$ cat config.mk
export PLATFORM = sky130hd
export DESIGN_NAME = audio_fetch_scheduler
export DESIGN_NICKNAME = d
export VERILOG_FILES = /design/src/rtl/audio_fetch_scheduler.sv
export SDC_FILE = /design/constraint.sdc
export NUM_CORES = 2
export LEC_CHECK = 0
export ABC_AREA = 1
export CAP_MARGIN = 20
export CORE_UTILIZATION = 45
export DETAILED_ROUTE_END_ITERATION = 12
export GPL_ROUTABILITY_DRIVEN = 0
export PLACE_DENSITY = 0.63
export SLEW_MARGIN = 20
export SYNTH_ARGS = -nofsm -noshare
export SYNTH_HDL_FRONTEND = slang
export SYNTH_SLANG_ARGS = --single-unit
$ cat constraint.sdc
create_clock -name clk -period 5.1 [get_ports clk]
set_input_delay 1.02 -clock clk [delete_from_list [all_inputs] [get_ports clk]]
set_output_delay 1.02 -clock clk [all_outputs]
set_load 0.005 [all_outputs]
$ cat src/rtl/audio_fetch_scheduler.sv
// audio_fetch_scheduler: per-frame sample fetch scheduler for CHANNEL_COUNT audio channels.
//   clk, rst (async, active-low)      : clock and reset
//   lrclk                             : raw I2S LR clock; each rising edge starts one frame
//   cfg_*                             : one-cycle descriptor write for channel cfg_ch
//   mem_req/mem_addr/mem_ack/mem_data : sample-word read handshake
//   smp_valid/smp_ch/smp_data         : fetched 16-bit sample, one-cycle pulse
//   ch_active, ch_end                 : per-channel active flags and end-of-sample pulses
//   frame_done, overrun               : frame complete pulse; lrclk edge dropped while busy
module audio_fetch_scheduler #(
    parameter int CHANNEL_COUNT = 8,
    localparam int CH_W = CHANNEL_COUNT > 1 ? $clog2(CHANNEL_COUNT) : 1
) (
    input  logic                     clk,
    input  logic                     rst,
    input  logic                     lrclk,
    input  logic                     cfg_we,
    input  logic [CH_W-1:0]          cfg_ch,
    input  logic [11:0]              cfg_start_addr,
    input  logic [23:0]              cfg_sample_count,
    input  logic [23:0]              cfg_loop_start,
    input  logic [23:0]              cfg_loop_end,
    input  logic                     cfg_looping,
    input  logic                     cfg_play,
    output logic                     mem_req,
    output logic [23:0]              mem_addr,
    input  logic                     mem_ack,
    input  logic [31:0]              mem_data,
    output logic                     smp_valid,
    output logic [CH_W-1:0]          smp_ch,
    output logic [15:0]              smp_data,
    output logic [CHANNEL_COUNT-1:0] ch_active,
    output logic [CHANNEL_COUNT-1:0] ch_end,
    output logic                     frame_done,
    output logic                     overrun
);
    typedef enum logic [2:0] {IDLE, SCAN, REQ, ADVANCE, DONE} state_t;
    state_t state, state_n;
    logic [CH_W-1:0] ch_idx, ch_idx_n;
    logic [11:0] start_addr [CHANNEL_COUNT];
    logic [23:0] sample_count [CHANNEL_COUNT];
    logic [23:0] loop_start [CHANNEL_COUNT];
    logic [23:0] loop_end [CHANNEL_COUNT];
    logic [23:0] position [CHANNEL_COUNT];
    logic [CHANNEL_COUNT-1:0] looping, active;
    logic sync1, sync2, sync3, lr_rise;
    logic [23:0] addr_q;
    logic half_q;
    logic [15:0] sample_q;
    logic last_ch, cfg_hit, loop_wrap, ends, advance;
    logic [23:0] next_pos;

    assign lr_rise   = sync2 & ~sync3;
    assign last_ch   = ch_idx == CH_W'(CHANNEL_COUNT - 1);
    // A config write to the channel being advanced overrides the position update.
    assign cfg_hit   = cfg_we && cfg_ch == ch_idx;
    assign next_pos  = position[ch_idx] + 24'd1;
    assign loop_wrap = looping[ch_idx] && next_pos == loop_end[ch_idx];
    assign ends      = !loop_wrap && next_pos >= sample_count[ch_idx];
    assign advance   = state == ADVANCE && !cfg_hit;

    assign mem_req    = state == REQ;
    assign mem_addr   = mem_req ? addr_q : 24'd0;
    assign smp_valid  = state == ADVANCE;
    assign smp_ch     = smp_valid ? ch_idx : '0;
    assign smp_data   = smp_valid ? sample_q : 16'd0;
    assign ch_end     = advance && ends ? CHANNEL_COUNT'(1) << ch_idx : '0;
    assign frame_done = state == DONE;
    assign overrun    = lr_rise && state != IDLE;
    assign ch_active  = active;

    always_comb begin
        state_n  = state;
        ch_idx_n = ch_idx;
        case (state)
            IDLE: begin
                state_n  = lr_rise ? SCAN : IDLE;
                ch_idx_n = lr_rise ? '0 : ch_idx;
            end
            SCAN: begin
                state_n  = active[ch_idx] ? REQ : last_ch ? DONE : SCAN;
                ch_idx_n = active[ch_idx] || last_ch ? ch_idx : ch_idx + 1'b1;
            end
            REQ:     state_n = mem_ack ? ADVANCE : REQ;
            ADVANCE: begin
                state_n  = last_ch ? DONE : SCAN;
                ch_idx_n = last_ch ? ch_idx : ch_idx + 1'b1;
            end
            DONE:    state_n = IDLE;
            default: state_n = IDLE;
        endcase
    end

    always_ff @(posedge clk or negedge rst) begin
        if (!rst) begin
            state  <= IDLE;
            ch_idx <= '0;
        end else begin
            state  <= state_n;
            ch_idx <= ch_idx_n;
        end
    end

    // Address and half-word select are latched on entry to REQ so that a config
    // write during the fetch cannot disturb the outstanding request.
    always_ff @(posedge clk or negedge rst) begin
        if (!rst) begin
            {sync1, sync2, sync3} <= 3'b000;
            addr_q   <= 24'd0;
            half_q   <= 1'b0;
            sample_q <= 16'd0;
        end else begin
            {sync1, sync2, sync3} <= {lrclk, sync1, sync2};
            if (state == SCAN && active[ch_idx]) begin
                addr_q <= {start_addr[ch_idx], 12'h000} + {1'b0, position[ch_idx][23:1]};
                half_q <= position[ch_idx][0];
            end
            if (state == REQ && mem_ack)
                sample_q <= half_q ? mem_data[31:16] : mem_data[15:0];
        end
    end

    always_ff @(posedge clk or negedge rst) begin
        if (!rst) begin
            for (int i = 0; i < CHANNEL_COUNT; i++) begin
                start_addr[i]   <= 12'd0;
                sample_count[i] <= 24'd0;
                loop_start[i]   <= 24'd0;
                loop_end[i]     <= 24'd0;
                position[i]     <= 24'd0;
            end
            looping <= '0;
            active  <= '0;
        end else begin
            for (int i = 0; i < CHANNEL_COUNT; i++) begin
                if (cfg_we && cfg_ch == CH_W'(i)) begin
                    start_addr[i]   <= cfg_start_addr;
                    sample_count[i] <= cfg_sample_count;
                    loop_start[i]   <= cfg_loop_start;
                    loop_end[i]     <= cfg_loop_end;
                    looping[i]      <= cfg_looping;
                    position[i]     <= 24'd0;
                    active[i]       <= cfg_play;
                end else if (advance && ch_idx == CH_W'(i)) begin
                    position[i] <= loop_wrap ? loop_start[i] : ends ? 24'd0 : next_pos;
                    if (ends)
                        active[i] <= 1'b0;
                end
            end
        end
    end
endmodule

After elaboration in Yosys (flattened, before gate mapping)
Index checks and enable logic that the tools add are counted.
{"block": "classes", "bitwise": 3, "magnitude_cmp": 3, "muxes": 72, "n_addsub": 3, "reduce_logical": 57, "eq_ne": 23, "shifts": 1}
{"operator": "$mux 24", "count": 32}
{"operator": "$bmux 24 s3", "count": 3}
{"operator": "$bmux 12 s3", "count": 1}
{"operator": "$mux 16", "count": 2}
{"operator": "$reduce_bool 2->1", "count": 16}
{"operator": "$eq 3x3->1 const B", "count": 9}
{"operator": "$add 24x1->24 const B", "count": 1}
{"operator": "$add 24x23->24", "count": 1}
{"operator": "$eq 24x24->1", "count": 1}
{"operator": "$ge 24x24->1", "count": 1}
{"operator": "$logic_and 1x1->1", "count": 24}
{"operator": "$mux 12", "count": 2}
{"operator": "$mux 1", "count": 21}
{"operator": "$eq 3x2->1 const B", "count": 6}
{"operator": "$mux 3", "count": 6}
{"operator": "$reduce_and 2->1", "count": 8}
{"operator": "$pmux 3 s4", "count": 1}
{"operator": "$eq 3x1->1 const B", "count": 3}
{"operator": "$logic_not 3->1", "count": 3}
{"operator": "$pmux 3 s3", "count": 1}
{"operator": "$mux 8", "count": 1}
{"operator": "$shl 1x3->8 const A", "count": 1}
{"operator": "$bmux 1 s3", "count": 2}
{"operator": "$ne 2x2->1 const B", "count": 3}
{"operator": "other kinds (11)", "count": 13}
{"block": "totals", "elab_cells": 226, "in_bits": 126, "output_inout_bits": 63, "reg_bits": 930}

Logic depth before layout (Yosys ltp)
{"block": "depth", "ltp_word": 13, "ltp_mapped": 29, "ltp_nobuf": 26}

Worst setup path after synthesis
OpenSTA, ideal clock, no wires.
{"block": "synth_timing", "path_kind": "register to output", "from": "reg ch_idx[0]", "to": "out ch_end[0]", "stages_incl_launch_ff": 22, "n_path_buf": 9, "setup_slack_ps": 286, "arrival_time_ps": 3794, "t_required_ps": 4080, "path_cell_list": "dfrtp_1 -> buf_6 -> buf_4 -> buf_4 -> buf_2 -> buf_2 -> buf_2 -> buf_2 -> clkbuf_1 -> clkbuf_1 -> nor2_1 -> o221ai_1 -> o21ai_0 -> ha_1 -> a21oi_1 -> nor2_1 -> a211oi_1 -> o221ai_1 -> a211oi_1 -> nand3_1 -> nand3_1 -> inv_1"}
{"block": "synth_between", "elab_chain_len": 11, "elab_cells_between_ends": 25, "cone_classes": "1 x add/sub; 1 x order compare; 2 x eq/ne; 1 x shift; 12 x mux; 1 x bitwise; 7 x reduce/logical"}
{"item": "start, declared", "line": "38", "source": "logic [CH_W-1:0] ch_idx, ch_idx_n;"}
{"item": "start signal, assigned", "line": "99", "source": "ch_idx <= ch_idx_n;"}
{"item": "branches (longest 10 deep; another with $add 24x1->24)"}
{"item": "$mux 8 *", "line": "66", "source": "assign ch_end = advance && ends ? CHANNEL_COUNT'(1) << ch_idx : '0;"}
{"item": "end, declared", "line": "32", "source": "output logic [CHANNEL_COUNT-1:0] ch_end,"}
Every way passes the cells marked *. The select of a mux whose other input is x is not followed.

Final worst setup path
{"block": "layout_timing", "from": "reg ch_idx[0]", "to": "out ch_end[7]"}
The elaborated chain is that of the path after synthesis.

==> results.py <==
metrics = {
    "sta": {
        "rsz0062_at_grt": "true",
        "worstMarginPinSlew_ps": 1070,
        "skew_ps": 34.7,
        "setup_viol": 9,
        "max_slew_margin": 0.288,
        "fin_ws_ps": -362,
        "min_period_ps": 5460,
        "drv_slew": 0,
        "fin_crit_sh": 1.07,
        "hold_violations": 0,
        "max_freq_mhz": 183,
    },
    "global_routing": {
        "grt_pass1_vias": 39700,
        "grt_pass1_wl_um": 240000,
        "grt_max_degree": 144,
        "grt_usage": 0.301,
        "grt_overflow": 0,
        "antenna_found_initial": 4,
    },
    "worst_setup_path": {
        "critPathRequiredTime_ps": 4080,
        "crit_family": "simple AND/OR/NAND/NOR gates",
        "cp_common_cell": "nand2_1",
        "crit_buf_inv": 8,
        "r2r_slack_ps": -340,
        "cpPeakStageDelay_ps": 510,
        "ff2ff_path_depth": 40,
        "timing.rr.end": "ch_active[7]$_DFFE_PN0P_",
        "start_kind": "flip-flop",
        "rr_startpoint": "ch_idx[0]$_DFFE_PN0P_",
        "critPathArrivalTime_ps": 4440,
        "worst-path-stages": 26,
        "end_kind": "output port",
        "path_max_fanout": 24,
        "crit_slowest_cell": "dfrtp_4",
        "path_class": "flip-flop to output port",
    },
    "yosys": {
        "synth_area_um2": 45900,
        "yosysTopAreaCellShare": 0.507,
        "yosys_warnings": 0,
        "ys_seq_area_frac": 0.507,
        "ys_async_sr_fraction": 1.00,
        "ys_top_cells_by_area": "dfrtp_1, nand2_1, o21ai_0",
        "synth_flop_cell": "dfrtp_1",
        "yosys.area.top_type": "dfrtp_1",
        "synth_edf_count": 0,
        "post_synth_num_cell_types": 42,
        "syn_nets": 6154,
        "syn-instance-count": 5985,
        "avgSynthCellArea_um2": 7.66,
        "ys_seq_elements": 930,
    },
    "outcome": {
        "violations": "negative setup slack",
        "outcome": "finished, violations left",
    },
    "power_and_ir_drop": {
        "switching_share": 0.429,
        "p_clk_frac": 0.222,
        "leakagePower_nw": 26.3,
        "total_power_mw": 32.9,
        "intPower_mw": 18.8,
        "max-vdd-ir-drop_mv": 0.345,
        "seqPwrFrac": 0.292,
        "power_density_nw_per_um2": 598,
        "pwr-share-comb": 0.486,
        "p_sw_mw": 14.1,
    },
    "layout": {
        "layout_commonest_cell": "nand2_1",
        "syn_to_final_growth_pct": 19.9,
        "diodes": 0,
        "layout_common_cells": "nand2_1, dfrtp_1, o21ai_0, nand3_1, inv_1",
        "layout-drive-gt1-share": 0.113,
        "nets": 6345,
        "finish.utilization": 0.546,
        "nFillCells": 9345,
    },
    "cts": {
        "cts_tree": "built",
        "cts_root_buf": "clkbuf_16",
        "h-tree-depth": 3,
        "insertion_delay_ps": 710,
        "cts.sink_count": 930,
        "path_clk_slew_ps": 70,
        "cts_hold_buf": 0,
        "cts_buffers": 98,
        "ctsLongestPathBuffers": 3,
    },
    "floorplan": {
        "die_area_um2": 103000,
        "die_y_um": 321,
        "floorplan.initialDensity": 0.456,
        "io_pins": 189,
        "num_rows": 116,
        "die_x_um": 321,
        "coreArea_um2": 101000,
    },
    "flow_run": {
        "max_cap_viol_count": 0,
    },
    "routing": {
        "top_layer_used": "met5",
        "route.met2.wl_um": 69100,
        "antenna_left": 0,
        "vias_per_cell": 5.52,
        "route.detailed.drc": 0,
        "wirelength_um": 157000,
        "met3_length_um": 13500,
        "drtPass1Iterations": 8,
        "drt-initial-drc-count": 4310,
        "m1WireLength_um": 67700,
        "via_count": 42000,
        "wl_per_cell_um": 20.7,
    },
    "hold_path": {
        "hold_path.class": "flip-flop to flip-flop",
        "whs_path_depth": 0,
        "hold_path_end": "sync2$_DFF_PN0_",
        "hold_path_startpoint": "sync1$_DFF_PN0_",
    },
    "place": {
        "hpwl_um": 97700,
        "preCtsSetupSlack_ps": -19.6,
        "port_buffers": 188,
    },
}
synth_stat cells (10+ instances only):
| cell | instances |
|---|---|
| a21oi_1 | 112 |
| a31oi_1 | 28 |
| buf_1 | 11 |
| buf_2 | 76 |
| buf_4 | 44 |
| buf_6 | 12 |
| clkbuf_1 | 259 |
| dfrtp_1 | 930 |
| ha_1 | 42 |
| inv_1 | 594 |
| nand2_1 | 1784 |
| nand2_2 | 10 |
| nand2_4 | 21 |
| nand3_1 | 616 |
| nor2_1 | 399 |
| o211ai_1 | 20 |
| o21ai_0 | 868 |
| o21ai_1 | 10 |
| o221ai_1 | 28 |
| o22ai_1 | 41 |
worst register-to-register path: cells and delay by family (launching register included):
kind                     cells  cell delay [ps]
AND/OR/NAND/NOR             17             1660
buffers and inverters       20             2660
flip-flops                   1              510
adder cells (fa/ha/maj)      1              300
AO/OA/AOI/OAI                2              250
layout make-up:
class | instances | area [um2] | share of cell area
Timing Repair inverter | 4 | 66.3 | 0.00121
Multi-Input combinational cell | 4053 | 19400 | 0.353
Tap cell | 1357 | 1700 | 0.0309
Inverter | 600 | 2320 | 0.0422
Sequential cell | 930 | 23300 | 0.424
Timing Repair Buffer | 489 | 4930 | 0.0898
Clock inverter | 36 | 395 | 0.00719
Clock buffer | 145 | 2890 | 0.0526
logic make-up after synthesis:
kind of cell,after synthesis,share of synthesized area
and+or+nand+nor,2869,0.258
AOI/OAI and AO/OA,1130,0.131
buffers and inverters,1002,0.0898
DFF,930,0.507
adders and majority gates,43,0.0119
xor gates and xnor gates,11,0.00210
flip-flops by register name (all words and copies together) (netlist names):
| signal | flops |
|---|---|
| addr_q | 24 |
| looping | 8 |
| sample_q | 16 |
| half_q | 1 |
| ch_active | 8 |
| loop_end | 192 |
| sync3 | 1 |
| start_addr | 96 |
| sync1 | 1 |
| state | 3 |
| sample_count | 192 |
| loop_start | 192 |
| sync2 | 1 |
| position | 192 |
| ch_idx | 3 |
stage by stage:
stage                     hold slack (ps)  setup TNS, ps  cell area (um2)  instances
final                                 366          -2430            55000       7614
after global routing                  374          -4020            55000       7614
after CTS                             369          -1300            54300       7585
after detailed placement              352          -84.4            49900       7360
after global placement                347              0            49900       7360
after floorplan                       331              0            45900       5985
layer usage:
layer / up-vias / global-route usage
met3: 313 / 0.0595
met2: 1862 / 0.457
li1: 19500 / -
met1: 20300 / 0.421
met4: 6 / 0.126
met5: - / 0
how the worst max path moves through the flow:
stage	from	endpoint
2_1_floorplan	ch_idx[0]$_DFFE_PN0P_	ch_end[0]
5_1_grt	ch_idx[0]$_DFFE_PN0P_	ch_active[7]$_DFFE_PN0P_
3_5_place_dp	ch_idx[0]$_DFFE_PN0P_	ch_end[4]
4_1_cts	ch_idx[0]$_DFFE_PN0P_	ch_end[7]
3_3_place_gp	ch_idx[0]$_DFFE_PN0P_	ch_end[4]
6_report	ch_idx[0]$_DFFE_PN0P_	ch_end[7]
power groups by stage:
stage / registers, mW / clock network, mW / logic, mW
global route: 9.77 / 7.69 / 17.2
CTS: 9.59 / 7.40 / 14.8
finish: 9.62 / 7.30 / 16.0
detailed placement: 9.71 / 0 / 13.7
global placement: 9.68 / 0 / 13.5
floorplan: 9.46 / 0 / 8.07
repair_timing:
action / in CTS / in global routing
pin swaps: 59 / 52
hold endpoints to repair: 0 / 0
setup endpoints to repair: 8 / 9
gates cloned: 8 / 4
resized for setup: 177 / 105
buffers inserted: 36 / 25
Note: power is estimated with default switching activity, not from simulation.
